[config.mk]
export PLATFORM = sky130hd
export DESIGN_NAME = fifo_umbral_flat
export DESIGN_NICKNAME = d
export VERILOG_FILES = /design/src/rtl/fifo_umbral_if.sv /design/src/rtl/fifo_umbral.sv /design/src/flat_wrapper.sv
export SDC_FILE = /design/constraint.sdc
export NUM_CORES = 1
export LEC_CHECK = 0
export ABC_AREA = 1
export ABC_CLOCK_PERIOD_IN_PS = 2400
export CORE_MARGIN = 2
export CORE_UTILIZATION = 29
export DETAILED_ROUTE_END_ITERATION = 12
export PLACE_DENSITY = 0.45
export SKIP_LAST_GASP = 1
export SYNTH_ARGS = -nofsm -noshare
export SYNTH_HDL_FRONTEND = slang
export SYNTH_SLANG_ARGS = --single-unit
[constraint.sdc]
create_clock -name clk -period 2.4 [get_ports clk]
set_input_delay 0.48 -clock clk [delete_from_list [all_inputs] [get_ports clk]]
set_output_delay 0.48 -clock clk [all_outputs]
set_load 0.05 [all_outputs]
[src/rtl/fifo_umbral_if.sv]
// fifo_umbral_if: handshake/data bundle between a lane FIFO, its producer
// (lane arbiter) and its consumer.
//   push, fifo_in        producer -> FIFO write request and data
//   pop                  consumer -> FIFO read request
//   fifo_out, valid_out  FIFO -> consumer registered read data and strobe
//   empty, full,
//   almost_full,
//   almost_empty         FIFO status flags (decoded from occupancy)
//   error                sticky overflow/underflow flag, only when the
//                        FIFO_ERR_EN macro is defined
// Modports: master = producer/consumer side, slave = FIFO side.
interface fifo_umbral_if #(
  parameter int DATA_WIDTH = 12
);
  logic                  push;
  logic [DATA_WIDTH-1:0] fifo_in;
  logic                  pop;
  logic [DATA_WIDTH-1:0] fifo_out;
  logic                  valid_out;
  logic                  empty;
  logic                  full;
  logic                  almost_full;
  logic                  almost_empty;
`ifdef FIFO_ERR_EN
  logic                  error;

  modport master (
    output push, fifo_in, pop,
    input  fifo_out, valid_out, empty, full, almost_full, almost_empty, error
  );
  modport slave (
    input  push, fifo_in, pop,
    output fifo_out, valid_out, empty, full, almost_full, almost_empty, error
  );
`else
  modport master (
    output push, fifo_in, pop,
    input  fifo_out, valid_out, empty, full, almost_full, almost_empty
  );
  modport slave (
    input  push, fifo_in, pop,
    output fifo_out, valid_out, empty, full, almost_full, almost_empty
  );
`endif
endinterface

[src/rtl/fifo_umbral.sv]
// fifo_umbral: synchronous FIFO with programmable almost-full/almost-empty
// thresholds and a registered read port (one cycle read latency).
// Ports:
//   clk    single clock, all state updates on its rising edge
//   reset  synchronous, active-high; clears pointers, count, read port, error
//   bus    fifo_umbral_if.slave (push/fifo_in, pop, fifo_out/valid_out, flags)
// Optional feature: define FIFO_ERR_EN to add the sticky bus.error flag
// (set by a push rejected while full without pop, or a pop while empty).
module fifo_umbral #(
  parameter int DATA_WIDTH = 12,
  parameter int ADDR_WIDTH = 3,
  parameter int AF_THRESH  = 6,
  parameter int AE_THRESH  = 2
) (
  input logic          clk,
  input logic          reset,
  fifo_umbral_if.slave bus
);

  localparam int DEPTH = 1 << ADDR_WIDTH;
  localparam logic [ADDR_WIDTH:0] DEPTH_C = (ADDR_WIDTH+1)'(DEPTH);
  localparam logic [ADDR_WIDTH:0] AF_C    = (ADDR_WIDTH+1)'(AF_THRESH);
  localparam logic [ADDR_WIDTH:0] AE_C    = (ADDR_WIDTH+1)'(AE_THRESH);

  logic [DATA_WIDTH-1:0] mem_q [DEPTH];
  logic [ADDR_WIDTH-1:0] wr_ptr_q, wr_ptr_d;
  logic [ADDR_WIDTH-1:0] rd_ptr_q, rd_ptr_d;
  logic [ADDR_WIDTH:0]   count_q, count_d;
  logic [DATA_WIDTH-1:0] fifo_out_q, fifo_out_d;
  logic                  valid_q, valid_d;

  logic full, empty;
  logic push_ok, pop_ok;

  assign full  = (count_q == DEPTH_C);
  assign empty = (count_q == '0);

  // A pop in the same cycle frees a slot, so a push to a full FIFO is legal then.
  assign push_ok = bus.push & (~full | bus.pop);
  assign pop_ok  = bus.pop & ~empty;

  always_comb begin
    wr_ptr_d   = wr_ptr_q;
    rd_ptr_d   = rd_ptr_q;
    count_d    = count_q;
    fifo_out_d = fifo_out_q;
    valid_d    = 1'b0;
    if (push_ok) wr_ptr_d = wr_ptr_q + ADDR_WIDTH'(1);
    if (pop_ok) begin
      rd_ptr_d   = rd_ptr_q + ADDR_WIDTH'(1);
      fifo_out_d = mem_q[rd_ptr_q];
      valid_d    = 1'b1;
    end
    case ({push_ok, pop_ok})
      2'b10:   count_d = count_q + (ADDR_WIDTH+1)'(1);
      2'b01:   count_d = count_q - (ADDR_WIDTH+1)'(1);
      default: count_d = count_q;
    endcase
  end

  always_ff @(posedge clk) begin
    if (reset) begin
      wr_ptr_q   <= '0;
      rd_ptr_q   <= '0;
      count_q    <= '0;
      fifo_out_q <= '0;
      valid_q    <= 1'b0;
    end else begin
      wr_ptr_q   <= wr_ptr_d;
      rd_ptr_q   <= rd_ptr_d;
      count_q    <= count_d;
      fifo_out_q <= fifo_out_d;
      valid_q    <= valid_d;
    end
  end

  // Storage is deliberately not cleared by reset; writes are only blocked.
  always_ff @(posedge clk) begin
    if (!reset && push_ok) mem_q[wr_ptr_q] <= bus.fifo_in;
  end

  assign bus.fifo_out     = fifo_out_q;
  assign bus.valid_out    = valid_q;
  assign bus.empty        = empty;
  assign bus.full         = full;
  assign bus.almost_full  = (count_q >= AF_C);
  assign bus.almost_empty = (count_q <= AE_C);

`ifdef FIFO_ERR_EN
  logic err_q, err_d;

  always_comb begin
    err_d = err_q | (bus.push & full & ~bus.pop) | (bus.pop & empty);
  end

  always_ff @(posedge clk) begin
    if (reset) err_q <= 1'b0;
    else       err_q <= err_d;
  end

  assign bus.error = err_q;
`endif

endmodule

[src/flat_wrapper.sv]
// flat-port wrapper written by rule: the top's interface ports become plain ports
module fifo_umbral_flat 
#(
  parameter int DATA_WIDTH = 12,
  parameter int ADDR_WIDTH = 3,
  parameter int AF_THRESH  = 6,
  parameter int AE_THRESH  = 2
)
  (clk, reset, bus_push, bus_fifo_in, bus_pop, bus_fifo_out, bus_valid_out, bus_empty, bus_full, bus_almost_full, bus_almost_empty);
  fifo_umbral_if #(.DATA_WIDTH(DATA_WIDTH)) bus_i ();
  input logic clk;
  input logic reset;
  input wire logic [$bits(bus_i.push)-1:0] bus_push;
  input wire logic [$bits(bus_i.fifo_in)-1:0] bus_fifo_in;
  input wire logic [$bits(bus_i.pop)-1:0] bus_pop;
  output wire logic [$bits(bus_i.fifo_out)-1:0] bus_fifo_out;
  output wire logic [$bits(bus_i.valid_out)-1:0] bus_valid_out;
  output wire logic [$bits(bus_i.empty)-1:0] bus_empty;
  output wire logic [$bits(bus_i.full)-1:0] bus_full;
  output wire logic [$bits(bus_i.almost_full)-1:0] bus_almost_full;
  output wire logic [$bits(bus_i.almost_empty)-1:0] bus_almost_empty;
  assign bus_i.push = bus_push;
  assign bus_i.fifo_in = bus_fifo_in;
  assign bus_i.pop = bus_pop;
  assign bus_fifo_out = bus_i.fifo_out;
  assign bus_valid_out = bus_i.valid_out;
  assign bus_empty = bus_i.empty;
  assign bus_full = bus_i.full;
  assign bus_almost_full = bus_i.almost_full;
  assign bus_almost_empty = bus_i.almost_empty;
  fifo_umbral #(.DATA_WIDTH(DATA_WIDTH), .ADDR_WIDTH(ADDR_WIDTH), .AF_THRESH(AF_THRESH), .AE_THRESH(AE_THRESH)) u_core (.clk(clk), .reset(reset), .bus(bus_i));
endmodule
==> results of run 1 <==
-- sequential cells by signal, summed over array words and instances, names as in the netlist --
| register | flops |
|---|---|
| u_core.mem_q | 96 |
| u_core.bus.valid_out | 1 |
| u_core.count_q | 4 |
| u_core.bus.fifo_out | 12 |
| u_core.rd_ptr_q | 3 |
| u_core.wr_ptr_q | 3 |
-- worst min-delay path by stage --
| stage | end | from | cells past startpoint |
|---|---|---|---|
| after global placement | u_core.bus.fifo_out[8] | u_core.bus.fifo_out[8] | 2 |
| after global routing | u_core.bus.fifo_out[10] | u_core.bus.fifo_out[10] | 2 |
| final | u_core.bus.fifo_out[9] | u_core.bus.fifo_out[9] | 2 |
| after floorplan | u_core.count_q[3] | u_core.count_q[3] | 2 |
| after CTS | u_core.bus.fifo_out[9] | u_core.bus.fifo_out[9] | 2 |
| after detailed placement | u_core.bus.fifo_out[6] | u_core.bus.fifo_out[6] | 2 |
-- through the flow --
stage	instance area [sq um]	hold WS (ns)	instances
after floorplan	5107	0.4755	514
after global placement	5844	0.4577	780
after detailed placement	5844	0.4608	780
after CTS	6414	0.4722	812
after global routing	6419	0.4889	812
final	6419	0.4667	812
-- cells in the mapped netlist --
cell / instances
buf_6: 2
o21ai_0: 10
buf_2: 11
nor4_1: 1
a21oi_1: 21
dfxtp_1: 23
fa_1: 1
buf_4: 4
nand3_1: 76
nor2_1: 8
and3_1: 1
nand2_4: 1
edfxtp_1: 96
nor3_1: 4
inv_1: 89
nand4_1: 1
xnor2_1: 1
clkbuf_1: 4
nand2_1: 149
inv_4: 1
or2_2: 1
nand2_2: 1
xor2_1: 1
inv_2: 2
ha_1: 5
-- worst reg2reg max path: stages (launching register included) --
cell and delay (ns):
dfxtp_1 0.41, inv_1 0.12, nand4_1 0.10, nand2_1 0.07
ha_1 0.22, ha_1 0.29, or2_2 0.29, nand2_1 0.07
nand3_1 0.06, nand2_1 0.07, nand2_1 0.05, a21oi_1 0.11
-- per-layer routing --
metal / routed length, um / global-route usage / up-vias / share of wire
met5: 0 / 0 / - / 0
met4: 158 / 0.05961 / 0 / 0.013
met3: 477 / 0.03259 / 12 / 0.040
met2: 5590 / 0.2192 / 56 / 0.47
met1: 5727 / 0.1805 / 1681 / 0.48
li1: - / - / 1791 / -
-- timing repair --
item	4_1_cts	5_1_grt
pin swaps	0	0
hold buffers	0	0
setup endpoints to repair	2	2
resized for setup	2	2
cloned	0	0
-- cells by family (layout without fill, tap and decap cells) --
logic type,count (synthesis),count (layout),synth area share
simple gates,243,243,0.2024
flops,119,119,0.6554
buf+inv,113,186,0.09222
compound gates,31,31,0.03041
fa+ha+maj,6,6,0.01619
xor+xnor,2,2,0.003435
-- power by group through the flow --
stage                     clock (W)  sequential (W)  combinational [W]
after floorplan                   0         0.00273            0.00113
after global placement            0         0.00253            0.00191
after detailed placement          0         0.00253            0.00193
after CTS                   0.00245         0.00249            0.00193
after global routing        0.00253         0.00251            0.00210
final                       0.00239         0.00248            0.00188
-- layout make-up --
class                   count  area, sq um
well taps                 225        281.5
multi-input cells         282         1314
repair buffers             62        560.5
clock buffers              17        425.4
inverters                  92        347.8
clock inverters            15        146.4
fillers                  1700        10820
flip-flops and latches    119         3343
==> run summary, run 1 <==
Synth area leader: edfxtp_1
Critical Path Max Stage Delay: 0.56 ns
Worst-Margin Slew: 0.6134 ns
final setup margin: 0.2622 ns
#FFs+latches synth: 119
CP Launch Type: register
ant diodes: 0
WS Path Type: reg2out
worst skew pair latency: 0.42 ns
fmax: 0.4678 GHz
fraction of layout cells with a size suffix above 1: 0.1244
RSZ-0062 raised after global routing: no
DIE AREA: 18670 sq um
Combinational Power Share: 0.279
share of the synthesized area in the top cell type: 0.5651
WL/cell: 14.72 um
Clock Tree Root: clkbuf_16
vias: 3540
worst reg-to-reg path cell count: 11
cells after synthesis: 514
crit-path leading delay family: buffers and inverters
vias in the first global route: 3510
post-CTS setup buffer count: 0
Area growth, synth to finish: 25.83%
routability cong.: 0.8452
Worst path depth: 3
Die Height: 136.6 um
YS warnings: 0
fin crit share: 0.8908
FP Rows: 48
# IOs: 33
Reg clk slew, reported paths: 0.06 ns
DP Wirelength: 7.662 mm
library cells used by synthesis: 25
Pwr Density: 1053 nW/um^2
Final Hold Vio Count: 0
core area: 17240 sq um
antenna violations before repair: 0
GRT overflow: 0
Max transition margin: 0.5906
VDD IR-drop max: 522.4 uV
commonest non-fill, non-tap cell in the layout: nand2_1
critical path endpoint: bus_full
Synthesized Nets: 536
arrival time worst endpoint: 1.66 ns
critical path cell sequence: inv_1, nor4_2, dlygate4sd2_1
Initial Utilization: 0.2959
Switching Share: 0.3459
most frequent cells in the layout: nand2_1 (149), edfxtp_1 (96), inv_1 (89)
CP Launch Point: u_core.count_q[3]
crit path max fanout: 5
starting DRC count in detailed routing: 177
CP Capture Type: output pin
final setup TNS: 0 ns
Switch Pwr: 0.002338 W
Num Clock Sinks: 119
first-pass GRT wire length: 18.95 mm
Synth Area per Inst: 9.924 sq um
TritonCTS clock tree: yes
CTS Buffer Depth: 2
Slew Viols, Final: 0
die width: 136.6 um
Slowest-stage cell, CP: dlygate4sd2_1
drt total wl: 11.95 mm
DP Worst Slack: 0.01116 ns
Req. time, crit path: 1.92 ns
DRC viols: 0
Critical path buffers and inverters: 2
sequential share of power: 0.368
sequential area share after synthesis: 0.6554
leakage: 2.686 nW
status: completed
post-route ant nets: 0
clock share of power: 0.354
max-cap violation count: 0
Int Pwr: 0.004420 W
worst r2r src: u_core.count_q[2]
Hold Crit Class: reg2reg
fin nets: 596
drt via density: 4.360
Synth Cell Area: 5101 sq um
r2r setup slk: 0.46 ns
clk_skew: 0.01467 ns
GRT Total Usage: 0.1382
synth top area cells: edfxtp_1 (57%), nand2_1 (11%), dfxtp_1 (9.0%)
DRT Pass-1 Iters: 4
Num CTS Buffers: 17
worst r2r dst: u_core.count_q[3]
I/O Buffers: 32
total power: 0.006758 W
largest net degree at the start of global routing: 50
Final setup viols: 0
final core occ: 0.3724
H-tree depth: 4
fin crit period: 2.138 ns
Power figures use the tool's default switching activity.
==> run 2, diff against run 1 <==
--- a/config.mk
+++ b/config.mk
@@ -8,9 +8,9 @@
 export ABC_AREA = 1
 export ABC_CLOCK_PERIOD_IN_PS = 2400
 export CORE_MARGIN = 2
-export CORE_UTILIZATION = 29
+export CORE_UTILIZATION = 35
 export DETAILED_ROUTE_END_ITERATION = 12
-export PLACE_DENSITY = 0.45
+export PLACE_DENSITY = 0.52
 export SKIP_LAST_GASP = 1
 export SYNTH_ARGS = -nofsm -noshare
 export SYNTH_HDL_FRONTEND = slang
==> run summary, run 2 (synthesized netlist as in run 1, its figures left out) <==
DRT Pass-1 Iters: 4
r2r setup slk: 0.51 ns
drt via density: 4.625
commonest non-fill, non-tap cell in the layout: nand2_1
fin crit share: 0.8957
Pwr Density: 1047 nW/um^2
critical path cell sequence: inv_1, o21ai_0, dlygate4sd2_1
Hold EP: u_core.bus.fifo_out[3]
drt total wl: 11.34 mm
worst skew pair latency: 0.41 ns
sequential share of power: 0.373
fraction of layout cells with a size suffix above 1: 0.1081
fmax: 0.4652 GHz
worst reg-to-reg path cell count: 10
ant diodes: 0
starting DRC count in detailed routing: 310
TritonCTS clock tree: yes
GRT overflow: 0
Top reg by flops: u_core.mem_q
CP Launch Type: register
leakage: 2.660 nW
antenna violations before repair: 0
status: completed
DP Worst Slack: -0.01406 ns
crit path max fanout: 5
# IOs: 33
final non-filler cell total: 767
Critical Path Max Stage Delay: 0.55 ns
Int Pwr: 0.004379 W
CTS Buffer Depth: 2
core area: 14370 sq um
clock share of power: 0.339
Die Height: 124.7 um
I/O Buffers: 32
Num CTS Buffers: 17
WHS Path Cells: 2
Reg clk slew, reported paths: 0.05 ns
FP Rows: 44
final core occ: 0.4387
Max transition margin: 0.6007
Combinational Power Share: 0.287
largest net degree at the start of global routing: 38
Placed Instances: 736
arrival time worst endpoint: 1.67 ns
vias in the first global route: 3404
most frequent cells in the layout: nand2_1 (149), edfxtp_1 (96), inv_1 (89)
DP Wirelength: 7.165 mm
area of the multi-input gates: 1314 sq um
Final Hold Vio Count: 0
post-route ant nets: 0
worst r2r src: u_core.count_q[1]
first-pass GRT wire length: 18.31 mm
Worst Hold Launch: u_core.bus.fifo_out[3]
Slew Viols, Final: 0
DRC viols: 0
sequential cell area: 3343 sq um
Clock Tree Root: clkbuf_16
H-tree depth: 4
DIE AREA: 15560 sq um
final hold slack: 0.4617 ns
design area: 6304 sq um
routability cong.: 0.7659
Area growth, synth to finish: 23.57%
final setup margin: 0.2502 ns
vias: 3547
Req. time, crit path: 1.92 ns
Initial Utilization: 0.3550
max-cap violation count: 0
Switching Share: 0.3367
Post-Place Cell Area: 5783 sq um
GRT Total Usage: 0.1553
RSZ-0062 raised after global routing: no
Switch Pwr: 0.002222 W
worst r2r dst: u_core.count_q[2]
VDD IR-drop max: 524.0 uV
fin crit period: 2.150 ns
Hold Crit Class: reg2reg
Fill cells: 1339
clk_skew: 0.007119 ns
Worst-Margin Slew: 0.5983 ns
WL/cell: 14.78 um
max reg flops: 96
die width: 124.7 um
CP Capture Type: output pin
Final setup viols: 0
CP Launch Point: u_core.count_q[1]
Slowest-stage cell, CP: dlygate4sd2_1
fin nets: 593
WS Path Type: reg2out
Num Clock Sinks: 119
run 2: changes by cell type in the layout (fill, tap and decap cells not counted), sizes merged, moves of 3 or more:
cell,before,now
clkbuf,17,20
inv,97,92
clkinv,4,8
clkinvlp,5,2
buf,30,27
run 2: routing by layer:
layer | routed length [um] | part of all wire | vias up | GRT usage
li1 | - | - | 1783 | -
met1 | 5257 | 0.46 | 1650 | 0.2046
met2 | 5247 | 0.46 | 99 | 0.2430
met3 | 636 | 0.056 | 15 | 0.04338
met4 | 195 | 0.017 | 0 | 0.06147
met5 | 0 | 0 | - | 0
run 2: final cells by class:
class | count | share of cell area
Clock inverter | 11 | 0.01350
Timing Repair Buffer | 59 | 0.08674
Clock buffer | 20 | 0.06927
Sequential cell | 119 | 0.5304
Multi-Input combinational cell | 282 | 0.2084
Inverter | 92 | 0.05518
Tap cell | 184 | 0.03652
run 2: critical path: cells and delay by family (launching register included):
kind,cells,cell delay [ns]
AO/OA/AOI/OAI,1,0.18
buffers and inverters,2,0.67
flip-flops,1,0.42
run 2: power groups by stage:
stage / clock network, W / logic [W] / registers (W)
4_1_cts: 0.00229 / 0.00192 / 0.00246
6_report: 0.00224 / 0.00190 / 0.00246
2_1_floorplan: 0 / 0.00113 / 0.00273
5_1_grt: 0.00238 / 0.00211 / 0.00248
3_5_place_dp: 0 / 0.00192 / 0.00251
3_3_place_gp: 0 / 0.00191 / 0.00250
run 2: timing repair:
action                     4_1_cts  5_1_grt
buffers inserted                 0        0
hold buffers                     0        0
resized for setup                3        1
setup endpoints to repair        3        1
run 2: worst max-delay path by stage:
stage | end | slack, ns
6_report | bus_almost_full | 0.25
5_1_grt | bus_almost_full | 0.11
4_1_cts | bus_empty | 0.03
3_5_place_dp | u_core.count_q[3] | -0.01
3_3_place_gp | u_core.count_q[3] | -0.01
2_1_floorplan | u_core.mem_q[6][0] | 0.24
run 2: metrics by stage:
stage	power, W	TNS, ns
floorplan	0.003856	0
global placement	0.004412	-0.01446
detailed placement	0.004431	-0.01541
CTS	0.006669	0
global route	0.006970	0
finish	0.006601	0
==> run 3, diff against run 2 <==
--- a/config.mk
+++ b/config.mk
@@ -9,6 +9,7 @@
 export ABC_CLOCK_PERIOD_IN_PS = 2400
 export CORE_MARGIN = 2
 export CORE_UTILIZATION = 35
+export CTS_CLUSTER_DIAMETER = 60
 export DETAILED_ROUTE_END_ITERATION = 12
 export PLACE_DENSITY = 0.52
 export SKIP_LAST_GASP = 1
==> results of run 3 <==
Same layout as run 2: the final DEF is identical, and so are final timing and power.
==> variant: new RTL, settings of run 2 <==
`DATA_WIDTH` is set to 12 in 3 places; all go to 10.
--- a/src/rtl/fifo_umbral_if.sv
+++ b/src/rtl/fifo_umbral_if.sv
@@ -10,7 +10,7 @@
 //                        FIFO_ERR_EN macro is defined
 // Modports: master = producer/consumer side, slave = FIFO side.
 interface fifo_umbral_if #(
-  parameter int DATA_WIDTH = 12
+  parameter int DATA_WIDTH = 10
 );
   logic                  push;
   logic [DATA_WIDTH-1:0] fifo_in;
--- a/src/rtl/fifo_umbral.sv
+++ b/src/rtl/fifo_umbral.sv
@@ -7,7 +7,7 @@
 // Optional feature: define FIFO_ERR_EN to add the sticky bus.error flag
 // (set by a push rejected while full without pop, or a pop while empty).
 module fifo_umbral #(
-  parameter int DATA_WIDTH = 12,
+  parameter int DATA_WIDTH = 10,
   parameter int ADDR_WIDTH = 3,
   parameter int AF_THRESH  = 6,
   parameter int AE_THRESH  = 2
--- a/src/flat_wrapper.sv
+++ b/src/flat_wrapper.sv
@@ -1,7 +1,7 @@
 // flat-port wrapper written by rule: the top's interface ports become plain ports
 module fifo_umbral_flat 
 #(
-  parameter int DATA_WIDTH = 12,
+  parameter int DATA_WIDTH = 10,
   parameter int ADDR_WIDTH = 3,
   parameter int AF_THRESH  = 6,
   parameter int AE_THRESH  = 2
Interface: changed (resized bus_fifo_in and bus_fifo_out); port bits go from 33 to 29. No check against the original RTL was run, so the function may have changed too.
==> variant against run 2 <==
Critical path depth up 1; sequential cell count down 18; final area down 15%; wire length down 11%; sequential share of layout area down 0.61 points; worst setup slack worse by 0.13 ns; critical path type unchanged; synthesized area down 12%; count of clock-buffer cells in the layout down 11; cell count down 13%; total power down 17%; core utilization down 1.0 points; die area down 12%.
==> variant: results <==
group,metric,value,unit
logic_synthesis,synth_cell_types,28,
cells_and_area,fin_nets,509,
cells_and_area,regMostFlops,"u_core.mem_q",
logic_synthesis,synth_xor_xnor_area_share,0.390,%
logic_synthesis,synth_common_cells,"126 x nand2_1, 80 x edfxtp_1, 78 x inv_1",
setup_path,regToRegSetupSlack,0.49,ns
grt,grt_pass1_vias,2821,
detailed_routing,drt_first_iter_violations,145,
grt,met3_usage,2.73,%
logic_synthesis,synth_edf_count,80,
hold_path,holdPathEnd,"u_core.bus.fifo_out[9]$_SDFFE_PP0N_",
grt,grtUsageMet1,20.8,%
pwr,leakage,2.23,nW
cts,clock_latency,0.35,ns
cts,clk_pin_slew,0.07,ns
cts,cts_buffers,9,
logic_synthesis,synthAdderAreaFrac,1.84,%
place,gp_congestion,0.789,
grt,grt_max_degree,43,
hold_path,hold_path.startpoint,"u_core.bus.fifo_out[9]$_SDFFE_PP0N_",
logic_synthesis,synth_area_leaders,"edfxtp_1 54%, nand2_1 11%, dfxtp_1 9.4%",
grt,track_usage,15.8,%
outcome,status,"finished, final reports clean",
detailed_routing,postRouteWirelength,10100,µm
grt,grt_pass1_wl,15500,µm
logic_synthesis,synth-compound-area-share,3.99,%
cells_and_area,drive_above_1_share,13.4,%
place,dp_hpwl,6230,µm
logic_synthesis,synth_fp_nets,465,
cells_and_area,largest_reg_flops,80,
setup_path,r2r-start,"u_core.count_q[2]$_SDFFE_PP0P_",
place,portBuffers,28,
pwr,ir_drop,0.437,mV
cts,htree_levels,3,
place,pre_cts_ws,-0.0571,ns
sta,hold_ws,0.474,ns
sta,clock_skew,0.00668,ns
detailed_routing,avgViaCountPerCell,4.58,
variant: changes by cell type after synthesis, sizes merged, moves of 2 or more:
cell | run 2 | this run
edfxtp | 96 | 80
a21oi | 21 | 19
dfxtp | 23 | 21
inv | 92 | 80
buf | 17 | 15
nand3 | 76 | 64
nand2 | 151 | 129
variant: metal layers:
| layer | vias up | wire (µm) |
|---|---|---|
| met4 | 0 | 238 |
| met1 | 1435 | 4600 |
| met2 | 72 | 4820 |
| met3 | 16 | 442 |
| met5 | - | 0 |
| li1 | 1524 | - |
variant: cell type report:
cell class,count,area [µm²],share of cell area [%]
clock buffers,9,225,4.18
clock inverters,7,97.6,1.81
repair buffers,51,490,9.11
multi-input cells,246,1230,22.8
flip-flops and latches,101,2820,52.4
inverters,80,305,5.67
well taps,172,215,4.00
variant: kinds of logic after synthesis:
| kind of cell | Yosys count |
|---|---|
| AND/OR/NAND/NOR | 209 |
| flip-flops | 101 |
| buffers and inverters | 98 |
| AO/OA/AOI/OAI | 29 |
| adder cells (fa/ha/maj) | 6 |
| XOR/XNOR | 2 |
variant: repair_timing:
| item | in CTS | in global routing |
|---|---|---|
| setup endpoints to repair | 2 | 1 |
| resized for setup | 2 | 1 |
| hold buffers | 0 | 0 |
variant: metrics by stage:
stage / instances / cell area (µm²)
after floorplan: 445 / 4490
after global placement: 650 / 5060
after detailed placement: 650 / 5060
after CTS: 666 / 5380
after global routing: 666 / 5380
final: 666 / 5380
variant: worst max path at each step:
stage / startpoint / endpoint / slack (ns) / cells after the start
after CTS: u_core.count_q[1]$_SDFFE_PP0P_ / bus_almost_empty / 0.08 / 4
after global routing: u_core.count_q[3]$_SDFFE_PP0P_ / bus_empty / 0.04 / 4
after global placement: bus_pop / u_core.count_q[3]$_SDFFE_PP0P_ / 0.002 / 12
after detailed placement: bus_pop / u_core.count_q[3]$_SDFFE_PP0P_ / -0.06 / 12
after floorplan: u_core.count_q[1]$_SDFFE_PP0P_ / bus_almost_full / 0.33 / 2
final: u_core.count_q[3]$_SDFFE_PP0P_ / bus_empty / 0.12 / 4
variant: report_power, final:
part	internal, mW	total, mW	switching, mW
Sequential	2.01	2.10	0.0870
Clock	0.917	1.57	0.653
Combinational	0.586	1.80	1.21
variant: worst max-delay path: stages, from the launching register on:
cell and delay, ns:
dfxtp_1 0.37, nor2_2 0.15, nand2_2 0.09, inv_1 0.05
clkdlybuf4s50_1 0.79
